==> src/rtl/matrix_reader_if.sv <==
// Handshake bundle between the matrix reader and its stream source / buffer sink.
// slave is the reader side; master is the producer and buffer side.
interface matrix_reader_if #(
  parameter int IDX_W = 5
);
  logic              start;
  logic [31:0]       in_value;
  logic              in_stb;
  logic              in_ack;
  logic              wr_en;
  logic [IDX_W-1:0]  wr_i;
  logic [IDX_W-1:0]  wr_j;
  logic [31:0]       wr_data;
  logic              busy;
  logic              done;

  modport slave (
    input  start, in_value, in_stb,
    output in_ack, wr_en, wr_i, wr_j, wr_data, busy, done
  );

  modport master (
    output start, in_value, in_stb,
    input  in_ack, wr_en, wr_i, wr_j, wr_data, busy, done
  );
endinterface

==> src/rtl/matrix_reader.sv <==
// Loads one N x N matrix of 32-bit words from a stb/ack stream into the matrix buffer,
// one registered write per accepted word, with optional column-major (transposed) ordering.
module matrix_reader #(
  parameter int N         = 8,
  parameter int IDX_W     = 5,
  parameter bit TRANSPOSE = 1'b0
) (
  input  logic             clk,
  input  logic             rst_n,
  matrix_reader_if.slave   bus
);

  localparam int DATA_W = 32;
  localparam logic [IDX_W-1:0] LAST = IDX_W'(N - 1);

  typedef enum logic [1:0] {S_IDLE, S_READ, S_WRITE} state_t;

  state_t              state_q, state_d;
  logic [IDX_W-1:0]    i_q, i_d, j_q, j_d;
  logic [DATA_W-1:0]   data_q, data_d;
  logic                ack_q, ack_d;
  logic                wren_q, wren_d;
  logic                busy_q, busy_d;
  logic                done_q, done_d;

  always_ff @(posedge clk or negedge rst_n) begin
    if (!rst_n) begin
      state_q <= S_IDLE;
      i_q     <= '0;
      j_q     <= '0;
      data_q  <= '0;
      ack_q   <= 1'b0;
      wren_q  <= 1'b0;
      busy_q  <= 1'b0;
      done_q  <= 1'b0;
    end else begin
      state_q <= state_d;
      i_q     <= i_d;
      j_q     <= j_d;
      data_q  <= data_d;
      ack_q   <= ack_d;
      wren_q  <= wren_d;
      busy_q  <= busy_d;
      done_q  <= done_d;
    end
  end

  always_comb begin
    state_d = state_q;
    i_d     = i_q;
    j_d     = j_q;
    data_d  = data_q;
    ack_d   = ack_q;
    wren_d  = 1'b0;
    busy_d  = busy_q;
    done_d  = done_q;

    unique case (state_q)
      S_IDLE: begin
        if (bus.start) begin
          state_d = S_READ;
          i_d     = '0;
          j_d     = '0;
          done_d  = 1'b0;
          busy_d  = 1'b1;
          ack_d   = 1'b1;
        end
      end

      S_READ: begin
        if (bus.in_stb && ack_q) begin
          data_d  = bus.in_value;
          ack_d   = 1'b0;
          wren_d  = 1'b1;
          state_d = S_WRITE;
        end
      end

      S_WRITE: begin
        // Counters hold the final element once the load completes; they never wrap.
        if (i_q == LAST && j_q == LAST) begin
          state_d = S_IDLE;
          busy_d  = 1'b0;
          done_d  = 1'b1;
        end else begin
          state_d = S_READ;
          ack_d   = 1'b1;
          if (!TRANSPOSE) begin
            if (j_q == LAST) begin
              j_d = '0;
              i_d = i_q + 1'b1;
            end else begin
              j_d = j_q + 1'b1;
            end
          end else begin
            if (i_q == LAST) begin
              i_d = '0;
              j_d = j_q + 1'b1;
            end else begin
              i_d = i_q + 1'b1;
            end
          end
        end
      end

      default: state_d = S_IDLE;
    endcase
  end

  // The index counters are held through S_WRITE, so they double as the write address.
  assign bus.in_ack  = ack_q;
  assign bus.wr_en   = wren_q;
  assign bus.wr_i    = i_q;
  assign bus.wr_j    = j_q;
  assign bus.wr_data = data_q;
  assign bus.busy    = busy_q;
  assign bus.done    = done_q;

endmodule
==> src/flat_wrapper.sv <==
// flat-port wrapper written by rule: the top's interface ports become plain ports
module matrix_reader_flat 
#(
  parameter int N         = 8,
  parameter int IDX_W     = 5,
  parameter bit TRANSPOSE = 1'b0
)
  (clk, rst_n, bus_start, bus_in_value, bus_in_stb, bus_in_ack, bus_wr_en, bus_wr_i, bus_wr_j, bus_wr_data, bus_busy, bus_done);
  matrix_reader_if #(.IDX_W(IDX_W)) bus_i ();
  input  logic clk;
  input  logic rst_n;
  input wire logic [$bits(bus_i.start)-1:0] bus_start;
  input wire logic [$bits(bus_i.in_value)-1:0] bus_in_value;
  input wire logic [$bits(bus_i.in_stb)-1:0] bus_in_stb;
  output wire logic [$bits(bus_i.in_ack)-1:0] bus_in_ack;
  output wire logic [$bits(bus_i.wr_en)-1:0] bus_wr_en;
  output wire logic [$bits(bus_i.wr_i)-1:0] bus_wr_i;
  output wire logic [$bits(bus_i.wr_j)-1:0] bus_wr_j;
  output wire logic [$bits(bus_i.wr_data)-1:0] bus_wr_data;
  output wire logic [$bits(bus_i.busy)-1:0] bus_busy;
  output wire logic [$bits(bus_i.done)-1:0] bus_done;
  assign bus_i.start = bus_start;
  assign bus_i.in_value = bus_in_value;
  assign bus_i.in_stb = bus_in_stb;
  assign bus_in_ack = bus_i.in_ack;
  assign bus_wr_en = bus_i.wr_en;
  assign bus_wr_i = bus_i.wr_i;
  assign bus_wr_j = bus_i.wr_j;
  assign bus_wr_data = bus_i.wr_data;
  assign bus_busy = bus_i.busy;
  assign bus_done = bus_i.done;
  matrix_reader #(.N(N), .IDX_W(IDX_W), .TRANSPOSE(TRANSPOSE)) u_core (.clk(clk), .rst_n(rst_n), .bus(bus_i));
endmodule
==> config.mk <==
export PLATFORM = sky130hd
export DESIGN_NAME = matrix_reader_flat
export DESIGN_NICKNAME = d
export VERILOG_FILES = /design/src/rtl/matrix_reader_if.sv /design/src/rtl/matrix_reader.sv /design/src/flat_wrapper.sv
export SDC_FILE = /design/constraint.sdc
export NUM_CORES = 1
export LEC_CHECK = 0
export CORE_AREA = 4 4 75 77
export DETAILED_ROUTE_END_ITERATION = 10
export DIE_AREA = 0 0 79 81
export HOLD_SLACK_MARGIN = 0.02
export PLACE_DENSITY = 0.76
export SETUP_SLACK_MARGIN = 0.5
export SLEW_MARGIN = 10
export SYNTH_ARGS = -nofsm -noshare
export SYNTH_HDL_FRONTEND = slang
export SYNTH_SLANG_ARGS = --single-unit
==> constraint.sdc <==
create_clock -name clk -period 1.8 [get_ports clk]
set_clock_uncertainty 0.2 [all_clocks]
set_input_delay 0.36 -clock clk [delete_from_list [all_inputs] [get_ports clk]]
set_output_delay 0.36 -clock clk [all_outputs]
set_load 0.02 [all_outputs]
* Word-level counts from Yosys, hierarchy flattened
Index checks and enable logic that the tools add are counted.
** Operators by class
- Add/subtract/negate cells :: 2
- Equal/unequal tests :: 9
- Muxes and demuxes :: 22
- Reductions and logical operators :: 11
** Operators by type and width (number)
- $mux 5 :: 5
- $pmux 5 s2 :: 2
- $add 5x1->5 const B :: 2
- $eq 5x3->1 const B :: 2
- $mux 1 :: 9
- $reduce_and 4->1 :: 2
- $ne 2x1->1 const B :: 3
- $pmux 2 s3 :: 1
- $reduce_and 3->1 :: 2
- $mux 2 :: 2
- $ne 2x2->1 const B :: 2
- $pmux 1 s2 :: 2
- $reduce_and 2->1 :: 2
- $pmux 1 s3 :: 1
- $reduce_bool 3->1 :: 1
- $eq 2x1->1 const B :: 1
- $eq 2x2->1 const B :: 1
- $logic_and 1x1->1 :: 2
- $logic_not 2->1 :: 1
- $reduce_bool 2->1 :: 1
** Storage, ports and cells
- Flip-flop bits (word level) :: 48
- Logic and storage cells :: 52

* Logic depth before layout (Yosys ltp)
- Word-level depth :: 4
- Gate-level depth with buffers :: 5
- Mapped depth without buffers :: 4

* Least setup slack after synthesis
OpenSTA, ideal clock, no wires.
- Path kind :: register to register
- Start point :: register u_core.i_q[0] (netlist: u_core.bus.wr_i[0])
- End point :: register u_core.i_q[0] (netlist: u_core.bus.wr_i[0])
- Arrival :: 1461 ps
- Slack :: 2 ps
- Stages on the path, launching flop included :: 5
- Clock period less this slack :: 1798 ps
- Cells stage by stage :: dfrtp_1 -> ha_1 -> and4bb_2 -> or3_4 -> mux2i_1
** Between the ends
- Cells in the longest elaborated chain, start to end :: 4
** RTL lines
- from (decl) :: line matrix_reader.sv:19 : logic [IDX_W-1:0] i_q, i_d, j_q, j_d;
- from (signal assigned) :: line matrix_reader.sv:38 : i_q <= i_d;
- $add 5x1->5 / $eq 5x3->1 (equally long branches) :: line matrix_reader.sv:91, matrix_reader.sv:81
- $mux 5 / $logic_and 1x1->1 (equally long branches) :: line matrix_reader.sv:89, matrix_reader.sv:81
- $mux 5 / $ne 2x2->1 (equally long branches)
- $pmux 5 s2 / $reduce_and 4->1 (equally long branches)
Parallel ways exist; a longest one is shown, timed or not. The select of a mux whose other input is x is not followed.
A chain may end at the register's enable or synchronous reset.

* Final worst setup path
- Start point :: register u_core.j_q[4] (netlist: u_core.bus.wr_j[4])
- End point :: register u_core.i_q[3] (netlist: u_core.bus.wr_i[3])
** Between the ends
- Cells in the longest elaborated chain, start to end :: 4
** RTL lines
- from (decl) :: line matrix_reader.sv:19
- from (signal assigned) :: line matrix_reader.sv:39 : j_q <= j_d;
- $eq 5x3->1 * :: line matrix_reader.sv:81, matrix_reader.sv:89
- $logic_and 1x1->1 :: line matrix_reader.sv:81 : if (i_q == LAST && j_q == LAST) begin
- $ne 2x2->1 (no line)
- $reduce_and 4->1 (no line) *
Mark *: on every way between the ends. The rest lies on a longest branch, timed or not.

==> out/results.ini <==
[logic_synthesis]
synth_enable_flop_cells = 0
yosysWarningCount = 0
post-synth-top-area-cell = dfrtp_1
ys_top_cells_by_area = dfrtp_1 60%, mux2_2 18%, mux2i_1 1.5%
yosysMostFrequentCell = dfrtp_1
avgSynthCellArea_sq_um = 13.7
synthesis.area_sq_um = 2010
async_reset_ff_frac = 1.00
syn_nets = 184
synth.top_cell.area_share = 0.599
netlist_instances = 146
synth.yosys.seq_area_share = 0.599
synthFlopType = dfrtp_1
yosys-top-cells-count = 48 x dfrtp_1, 32 x mux2_2, 6 x nand2_1
synth_seq_cells = 48
synthDistinctLibCells = 36

[place]
place_congestion = 0.833
dpl_cell_area_sq_um = 3060
dp_hpwl_um = 3420
port_buffers = 81
pre_cts_ws_ns = -0.0675

[outcome]
violations = hold timing
outcome = finished with violations

[critical_path]
crit_arrival_ns = 1.66
crit_buf_inv = 0
reg2reg_from = u_core.bus.wr_j[4]
r2r_cells = 3
cp_max_fo = 3
cp_top_family = simple AND/OR/NAND/NOR gates
startpoint_type = flop
path_cells = or3b_4 -> or3_4 -> o211ai_1
worst-setup-path-type = flop to flop
slowest_delay_ns = 0.43
reg2reg_slack_ns = 0.16
cpMaxStageDelayCell = dfrtp_2
endpoint_kind = flop
r2r_end = u_core.bus.wr_i[3]
cp_data_required_time_ns = 1.82

[floorplanning]
die_w_um = 79
fp.dieH_um = 81
initial_utilization = 0.401
core_sq_um = 5010
pin_count = 82
num_rows = 26
dieArea_sq_um = 6400

[routing]
vias_per_cell = 4.94
drtIter0Drc = 53
wl_per_cell_um = 15.3
drtAntennaViolNets = 0
drtPass1Iterations = 4
drc = 0
via_count = 1710
wl_um = 5290

[timing]
setup_ws_ns = 0.159
rsz0062_at_grt = yes
maxSlewViolCount = 0
hold_viol_final = 14
min_period_over_period = 0.912
worst_hold_slack_ns = -0.230
setup_violations = 0
min_period_ns = 1.64
worst_pin_slew_ns = 0.377
fmaxAchievable_mhz = 609
slew_headroom = 0.749

[min_path]
min_path_type = input pin to async pin

[final_layout]
fin_nets = 313
fillerInstances = 366
layout-drive-gt1-share = 0.569
finish.instance_area_sq_um = 3620
syn2layout_area_growth_pct = 80.4
n_antenna_cell = 0

[global_routing]
grt_max_degree = 20
grt_pass1_vias = 1757
antenna_found_initial = 0
grt_overflow = 0
grt_usage = 0.170
grt_pass1_wl_um = 8410

[clock_tree]
clk_path_buf_depth = 2
clk_latency_ns = 0.29
clock_sinks = 48
cts_made_buffers = 5
root_buffer = clkbuf_8
cts.reportedPaths.clkPinSlew_ns = 0.09
htreeDepth = 2
cts_tree = yes

[power]
vdd_ir_drop_max_mv = 1.02
p_per_area_nw_per_um2 = 1490
leakagePower_nw = 1.64

[job]
cap_violations = 0

==> kinds of logic after synthesis <==
| group | after synthesis | synth area share |
|---|---|---|
| fa+ha+maj | 2 | 0.0125 |
| buf+inv | 11 | 0.0268 |
| mux | 35 | 0.195 |
| compound gates | 19 | 0.0667 |
| flops | 48 | 0.599 |
| simple gates | 30 | 0.0966 |
| xor+xnor | 1 | 0.00436 |
==> layer usage <==
layer / vias to the layer above / track usage / part of all wire
li1: 792 / - / -
met1: 840 / 0.203 / 0.40
met3: 9 / 0.0732 / 0.10
met5: - / 0 / 0
met2: 69 / 0.280 / 0.49
met4: 0 / 0.0515 / 0.013
==> metrics by stage <==
stage	hold slack (ns)	utilization	total power [W]	setup TNS, ns	std cells
after floorplan	-0.136	-	0.00308	0	146
after global placement	0.0971	0.611	0.00415	-1.53	304
after detailed placement	0.0987	0.611	0.00420	-1.94	304
after CTS	-0.229	0.700	0.00535	0	337
after global routing	-0.220	0.723	0.00573	0	346
final	-0.230	0.723	0.00540	0	346
==> repair_timing <==
item | CTS | global route
pin swaps | 3 | 5
buffers inserted | 22 | 8
cloned | 3 | 1
endpoints found under the hold margin | 14 | 14
endpoints found under the setup margin | 92 | 94
resized for setup | 290 | 14
==> report_power, final <==
part	internal, W	switching, W	leakage [nW]
sequential	0.00152	0.000310	0.578
combinational	0.00168	0.00121	1.01
clock	0.000351	0.000331	0.0515
total	0.00354	0.00185	1.64
==> layout make-up <==
type | instances | area (sq um) | share of cell area
clock buffers | 8 | 100 | 0.0276
inverters | 5 | 23.8 | 0.00657
multi-input cells | 88 | 857 | 0.237
flip-flops and latches | 48 | 1210 | 0.334
well taps | 70 | 87.6 | 0.0242
repair buffers | 127 | 1340 | 0.371
==> placed cells by master, fill, tap and decap left out, types with 2 or more instances in the layout <==
master	Yosys	layout
a211o_1	2	2
a21oi_1	4	3
and4bb_4	0	2
buf_12	0	3
buf_16	0	2
buf_4	0	29
buf_6	1	57
clkbuf_8	0	7
clkdlybuf4s50_1	0	32
dfrtp_1	48	41
dfrtp_2	0	7
dlygate4sd2_1	0	2
ha_4	0	2
inv_1	5	4
mux2_2	32	32
mux2i_1	3	3
nand2_1	6	6
nand3_1	5	5
nor2_1	3	2
nor2b_1	3	3
o211ai_1	2	2
o22ai_1	3	3
or3b_4	1	2
==> worst max path at each step <==
stage | start | end | slack (ns) | cells past startpoint
finish | u_core.bus.wr_j[4] | u_core.bus.wr_i[3] | 0.16 | 3
global route | u_core.bus.wr_i[0] | u_core.bus.wr_i[0] | 0.12 | 4
CTS | u_core.bus.wr_i[0] | u_core.bus.wr_i[3] | 0.17 | 4
detailed placement | bus_in_stb | u_core.bus.wr_data[15] | -0.07 | 4
global placement | bus_in_stb | u_core.bus.wr_data[23] | -0.06 | 4
floorplan | u_core.bus.wr_j[4] | u_core.bus.wr_i[0] | 0.09 | 3
==> state kept, by name (all words and copies together), names as in the netlist <==
name	flops
u_core.bus.busy	1
u_core.bus.done	1
u_core.bus.in_ack	1
u_core.bus.wr_data	32
u_core.bus.wr_en	1
u_core.bus.wr_i	5
u_core.bus.wr_j	5
u_core.state_q	2
==> worst register-to-register path: stages, from the launching register on <==
cell and delay [ns]:
dfrtp_2 0.43, or3b_4 0.42, or3_4 0.36, o211ai_1 0.16
No activity file was read; power rests on OpenSTA's default activity.
